`src/rtl/rf_write_arbiter_pkg.sv`:
```
// rf_ctrl_pkg: register-file geometry and write-controller state encoding
package rf_ctrl_pkg;
    localparam int RF_AW        = 4;
    localparam int RF_DW        = 16;
    localparam int RF_NREGS     = 16;
    localparam int RF_ZERO_ADDR = 0;
    typedef enum logic {IDLE, SWEEP} rf_ctrl_state_t;
endpackage

```
`src/rtl/rf_write_arbiter_if.sv`:
```
// rf_write_arbiter_if: bundled write-request handshake from the writeback sources
interface rf_write_arbiter_if import rf_ctrl_pkg::*; #(
    parameter int NREQ = 3,
    parameter int AW   = RF_AW,
    parameter int DW   = RF_DW
);
    logic [NREQ-1:0]    req_valid;
    logic [NREQ-1:0]    req_ready;
    logic [NREQ*AW-1:0] req_addr;
    logic [NREQ*DW-1:0] req_data;
    modport master (output req_valid, req_addr, req_data, input req_ready);
    modport slave  (input req_valid, req_addr, req_data, output req_ready);
endinterface

```
`src/rtl/rf_write_arbiter_arb.sv`:
```
// rr_arbiter_n: combinational round-robin grant with a registered priority pointer
module rr_arbiter_n #(
    parameter int N = 3
) (
    input  logic         clk,
    input  logic         nClear,
    input  logic [N-1:0] req,
    input  logic         en,
    output logic [N-1:0] grant
);
    localparam int PW = (N > 1) ? $clog2(N) : 1;
    logic [PW-1:0] r_rr, w_win, w_hi_idx, w_lo_idx;
    logic          w_hi, w_lo, w_hit;
    // Descending scan leaves the lowest index at/above the pointer and the lowest overall
    always_comb begin
        w_hi     = 1'b0;
        w_lo     = 1'b0;
        w_hi_idx = '0;
        w_lo_idx = '0;
        for (int i = N - 1; i >= 0; i--) begin
            if (req[i] && PW'(i) >= r_rr) begin
                w_hi     = 1'b1;
                w_hi_idx = PW'(i);
            end
            if (req[i]) begin
                w_lo     = 1'b1;
                w_lo_idx = PW'(i);
            end
        end
        w_win = w_hi ? w_hi_idx : w_lo_idx;
        w_hit = en && w_lo;
        grant = w_hit ? ({{(N-1){1'b0}}, 1'b1} << w_win) : '0;
    end
    always_ff @(posedge clk or negedge nClear) begin
        if (!nClear) r_rr <= '0;
        else if (w_hit) r_rr <= (w_win == PW'(N - 1)) ? '0 : w_win + 1'b1;
    end
endmodule

```
`src/rtl/rf_write_arbiter.sv`:
```
// rf_write_arbiter: round-robin owner of the register-file write port with a zeroing sweep
module rf_write_arbiter import rf_ctrl_pkg::*; #(
    parameter int NREQ = 3,
    parameter int AW   = RF_AW,
    parameter int DW   = RF_DW
) (
    input  logic                clk,
    input  logic                nClear,
    rf_write_arbiter_if.slave   bus,
    input  logic                sweep_start,
    output logic                sweep_busy,
    output logic                sweep_done,
    output logic [AW-1:0]       Caddr,
    output logic [DW-1:0]       C,
    output logic                load,
    output logic                pend_valid,
    output logic [AW-1:0]       pend_addr
);
    rf_ctrl_state_t  r_state, w_next;
    logic [AW-1:0]   r_cnt, r_addr, w_addr;
    logic [DW-1:0]   r_data, w_data;
    logic            r_we, r_done, w_en, w_last;
    logic [NREQ-1:0] w_grant;
    // nClear gates the grant so ready stays low throughout reset
    assign w_en   = nClear && r_state == IDLE && !sweep_start;
    assign w_last = r_cnt == AW'(RF_NREGS - 1);
    rr_arbiter_n #(.N(NREQ)) u_arb (
        .clk    (clk),
        .nClear (nClear),
        .req    (bus.req_valid),
        .en     (w_en),
        .grant  (w_grant)
    );
    assign bus.req_ready = w_grant;
    always_comb begin
        w_addr = '0;
        w_data = '0;
        for (int i = 0; i < NREQ; i++) begin
            w_addr = w_addr | (bus.req_addr[i*AW +: AW] & {AW{w_grant[i]}});
            w_data = w_data | (bus.req_data[i*DW +: DW] & {DW{w_grant[i]}});
        end
    end
    always_comb begin
        w_next = r_state;
        if (r_state == IDLE && sweep_start) w_next = SWEEP;
        else if (r_state == SWEEP && w_last) w_next = IDLE;
    end
    always_ff @(posedge clk or negedge nClear) begin
        if (!nClear) begin
            r_state <= IDLE;
            r_cnt   <= '0;
        end else begin
            r_state <= w_next;
            r_cnt   <= (r_state == SWEEP) ? r_cnt + 1'b1 : (sweep_start ? AW'(1) : r_cnt);
        end
    end
    // Address/data hold when no write is issued; only the enable drops
    always_ff @(posedge clk or negedge nClear) begin
        if (!nClear) begin
            r_addr <= '0;
            r_data <= '0;
            r_we   <= 1'b0;
            r_done <= 1'b0;
        end else begin
            r_done <= r_state == SWEEP && w_last;
            if (r_state == SWEEP) begin
                r_addr <= r_cnt;
                r_data <= '0;
                r_we   <= 1'b1;
            end else if (|w_grant) begin
                r_addr <= w_addr;
                r_data <= w_data;
                r_we   <= w_addr != AW'(RF_ZERO_ADDR);
            end else begin
                r_we   <= 1'b0;
            end
        end
    end
    assign Caddr      = r_addr;
    assign C          = r_data;
    assign load       = r_we;
    assign pend_valid = r_we;
    assign pend_addr  = r_addr;
    assign sweep_busy = r_state == SWEEP;
    assign sweep_done = r_done;
endmodule

```
`src/flat_wrapper.sv`:
```
// flat-port wrapper written by rule: the top's interface ports become plain ports
module rf_write_arbiter_flat import rf_ctrl_pkg::*;
#(
    parameter int NREQ = 3,
    parameter int AW   = RF_AW,
    parameter int DW   = RF_DW
)
  (clk, nClear, sweep_start, sweep_busy, sweep_done, Caddr, C, load, pend_valid, pend_addr, bus_req_valid, bus_req_addr, bus_req_data, bus_req_ready);
  rf_write_arbiter_if #(.NREQ(NREQ), .AW(AW), .DW(DW)) bus_i ();
  input  logic clk;
  input  logic nClear;
  input  logic sweep_start;
  output logic sweep_busy;
  output logic sweep_done;
  output logic [AW-1:0] Caddr;
  output logic [DW-1:0] C;
  output logic load;
  output logic pend_valid;
  output logic [AW-1:0] pend_addr;
  input wire logic [$bits(bus_i.req_valid)-1:0] bus_req_valid;
  input wire logic [$bits(bus_i.req_addr)-1:0] bus_req_addr;
  input wire logic [$bits(bus_i.req_data)-1:0] bus_req_data;
  output wire logic [$bits(bus_i.req_ready)-1:0] bus_req_ready;
  assign bus_i.req_valid = bus_req_valid;
  assign bus_i.req_addr = bus_req_addr;
  assign bus_i.req_data = bus_req_data;
  assign bus_req_ready = bus_i.req_ready;
  rf_write_arbiter #(.NREQ(NREQ), .AW(AW), .DW(DW)) u_core (.clk(clk), .nClear(nClear), .bus(bus_i), .sweep_start(sweep_start), .sweep_busy(sweep_busy), .sweep_done(sweep_done), .Caddr(Caddr), .C(C), .load(load), .pend_valid(pend_valid), .pend_addr(pend_addr));
endmodule
```
`config.mk`:
```
export PLATFORM = sky130hd
export DESIGN_NAME = rf_write_arbiter_flat
export DESIGN_NICKNAME = d
export VERILOG_FILES = /design/src/rtl/rf_write_arbiter_pkg.sv /design/src/rtl/rf_write_arbiter_if.sv /design/src/rtl/rf_write_arbiter_arb.sv /design/src/rtl/rf_write_arbiter.sv /design/src/flat_wrapper.sv
export SDC_FILE = /design/constraint.sdc
export NUM_CORES = 1
export LEC_CHECK = 0
export CORE_ASPECT_RATIO = 0.5
export CORE_UTILIZATION = 35
export DETAILED_ROUTE_END_ITERATION = 16
export GPL_TIMING_DRIVEN = 1
export PLACE_DENSITY = 0.76
export REMOVE_ABC_BUFFERS = 1
export SKIP_CTS_REPAIR_TIMING = 1
export SLEW_MARGIN = 15
export SYNTH_ARGS = -nofsm -noshare
export SYNTH_HDL_FRONTEND = slang
export SYNTH_SLANG_ARGS = --single-unit
```
`constraint.sdc`:
```
create_clock -name clk -period 1.8 [get_ports clk]
set_input_delay 0.27 -clock clk [delete_from_list [all_inputs] [get_ports clk]]
set_output_delay 0.27 -clock clk [all_outputs]
set_load 0.1 [all_outputs]
```
==> metrics.csv <==
stage,metric,value,unit
timing,setup_viol,24,
critical_path,cp_data_arrival_time,1.86,ns
flow_run,max_capacitance_violation_count,0,
clock_network,clock_tree.htree_level_count,2,
timing,worst_slack,-0.334,ns
global_routing,antenna_found_initial,0,
route,detail_route.wirelength,6670,µm
timing,fin_worst_skew,0.00852,ns
route,wl_per_cell,17.9,µm
clock_network,clock_latency,0.28,ns
status,failed_checks,setup timing,
global_routing,grt.overflow.total,0,
global_routing,grt_pass1_wl,8850,µm
yosys,synth.distinct_cells,42,
critical_path,start_kind,flip-flop,
cells_and_area,fraction_of_the_core_area_covered_by_cells_at_the_end_of_the_flow,69.8,%
yosys,synth_sequential_area_ratio,40.8,%
critical_path,crit_required,1.53,ns
pwr,power_per_cell_area,1330,mW/mm²
floorplan,die_width,103,µm
cells_and_area,layout.cells.non_filler,372,
pwr,vdd.ir_drop.worst,921,µV
pwr,static-leakage-power,0.00137,µW
clock_network,number_of_cts_inserted_buffers,5,
critical_path,timing.critical_path.fanout_max,7,
timing,final_hold_viol_count,0,
yosys,netlist_area_before_placement,0.00178,mm²
placement,place_ws,-0.502,ns
global_routing,grt_start_max_net_pins,33,
placement,gp_routability_congestion,0.854,
cells_and_area,share_of_cells_above_drive_strength_1,33.7,%
critical_path,timing.critical_path.to_type,primary output,
hold_path,holdCritPathClass,in -> async,
clock_network,root_buffer,clkbuf_8,
timing,period_share,119,%
critical_path,timing_worst_setup_path_type,reg -> out,
timing,max_freq,0.469,GHz
cells_and_area,n_antenna_cell,0,
route,drt_first_pass_iters,4,
critical_path,setup.worst_path.start,u_core.u_arb.r_rr[0]$_DFFE_PN0N_,
route,initialDrtViolationCount,88,
critical_path,r2r_start,u_core.u_arb.r_rr[1]$_DFFE_PN0N_,
yosys,postSynth.asyncResetShare,100,%
route,route.detailed.drc,0,
route,number_of_vias_after_detailed_routing,1966,
clock_network,clock-sinks,29,
clock_network,clock_tree_from_tritoncts,done,
status,status,"finished, violations left",
global_routing,vias_in_the_first_global_route,1841,
floorplan,floorplan.die.height,52.4,µm
floorplan,initial_utilization,38.4,%
yosys,cell_count_after_synthesis,184,
route,via_per_inst,5.28,
placement,buffer_ports.inserted,96,
cells_and_area,numnets_final,372,
floorplan,core-area,0.00464,mm²
clock_network,ctsLongestPathBuffers,2,
timing,drv_slew,0,
route,final_antenna_net_count,0,
cells_and_area,flow.area_growth_from_synthesis,81.9,%
clock_network,clk_pin_slew_worst_paths,0.06,ns
yosys,ys_ff_latch,29,
timing,min_period,2.13,ns
floorplan,floorplan.die_area,0.00539,mm²
yosys,post_synth.cell_area_avg,9.68,µm²
floorplan,num_rows,17,
timing,rsz_0062_raised_after_global_routing,true,
yosys,synth_warnings,0,
yosys,ys.flop_type,dfrtp_1,
global_routing,grtUsageTotal,22.2,%
floorplan,design.portCount,97,
placement,placedCellCount,348,
timing,tightest_slew,0.551,ns
timing,slew-limit-headroom,62.7,%
yosys,synth_edf_count,0,
placement,place_hpwl,4410,µm
==> cell usage in the layout, fill, tap and decap left out, types with 2 or more instances in the layout <==
cell type | synthesis | routed
a211oi_4 | 0 | 2
a21boi_0 | 2 | 2
a21o_1 | 2 | 2
a21oi_1 | 5 | 3
a21oi_2 | 1 | 2
a221o_1 | 17 | 17
a22o_1 | 3 | 3
a22oi_2 | 0 | 2
buf_12 | 0 | 6
buf_4 | 12 | 59
buf_6 | 2 | 5
clkbuf_8 | 0 | 6
clkdlybuf4s50_1 | 0 | 62
dfrtp_1 | 29 | 28
dlymetal6s2s_1 | 0 | 3
inv_1 | 19 | 19
nand2_1 | 26 | 26
nand3_1 | 3 | 3
nor2_1 | 4 | 3
nor2_4 | 1 | 2
nor3_2 | 0 | 2
o21ai_2 | 2 | 3
o221ai_2 | 0 | 3
o32ai_1 | 16 | 16
==> cells by family (layout without fill, tap and decap cells) <==
| logic type | Yosys count | count (layout) | synth area share (%) |
|---|---|---|---|
| buffers and inverters | 41 | 163 | 12.4 |
| xor gates and xnor gates | 2 | 2 | 0.984 |
| and+or+nand+nor | 46 | 46 | 12.4 |
| DFF | 29 | 29 | 40.8 |
| adders and majority gates | 1 | 1 | 0.703 |
| AOI/OAI and AO/OA | 65 | 65 | 32.7 |
==> flip-flops by register name, summed over array words and instances, names as in the netlist <==
signal and count:
u_core.u_arb.r_rr 2, u_core.Caddr 4, u_core.r_cnt 4, u_core.sweep_busy 1
u_core.C 16, u_core.sweep_done 1, u_core.load 1
==> final cells by class <==
class	count	area (µm²)
fill	341	1400
timing repair buffer	136	1300
multi-input combinational	114	938
sequential	29	727
clock buffer	7	86.3
tap	66	82.6
inverter	19	71.3
clock inverter	1	30.0
==> routing by layer <==
metal,routed length [µm],global-route usage (%),up-vias
met3,287,5.60,10
met1,2720,28.4,983
met2,3560,37.1,52
met4,92,6.81,0
li1,-,-,921
met5,0,0,-
==> synthesized netlist by cell type (2+ instances only) <==
library cell	number	area share, %
nor2b_1	2	0.70
dfrtp_1	29	41
a221o_1	17	9.6
o221ai_1	4	2.0
a211oi_2	2	1.4
clkbuf_1	2	0.42
o21ai_2	2	0.98
buf_6	2	1.3
a22o_1	3	1.5
o32ai_1	16	7.9
inv_1	19	4.0
a22oi_1	2	0.84
buf_4	12	5.1
a21oi_1	5	1.4
buf_2	5	1.4
nand3_1	3	0.84
a21boi_0	2	0.84
o21ai_1	2	0.56
a21o_1	2	0.84
nand2_1	26	5.5
nor2_1	4	0.84
nor3_1	3	0.84
==> worst max-delay path, cell delays in order, from the launching register on <==
cell     delay (ns)
dfrtp_2        0.46
nor3b_4        0.19
o31ai_4        0.36
and3_4         0.29
buf_12         0.12
buf_12         0.16
==> final timing paths <==
check	slack, ns	endpoint	cells after the start
min in group clk	0.57	u_core.r_cnt[0]$_DFFE_PN0P_	1
min	0.54	u_core.C[5]$_DFFE_PN0P_	3
min reg2reg	0.57	u_core.r_cnt[0]$_DFFE_PN0P_	1
max	-0.33	bus_req_ready[1]	5
max reg2reg	-0.27	u_core.load$_DFF_PN0_	8
max in group asynchronous	0.98	u_core.u_arb.r_rr[0]$_DFFE_PN0N_	3
==> per-stage QoR <==
| stage | setup TNS [ns] | area, µm² | hold WS, ns | total power [µW] |
|---|---|---|---|---|
| floorplan | -47.83 | 1630 | -0.0256 | 2560 |
| global placement | -8.47 | 2850 | 0.534 | 3290 |
| detailed placement | -10.20 | 2850 | 0.550 | 3340 |
| CTS | -3.89 | 2970 | 0.542 | 4040 |
| global route | -5.30 | 3240 | 0.584 | 4460 |
| finish | -3.80 | 3240 | 0.539 | 4310 |
==> power by group <==
group	internal (µW)	switching [µW]
Combinational	892	1730
Clock	451	251
Sequential	815	170
No activity file was read; power rests on OpenSTA's default activity.
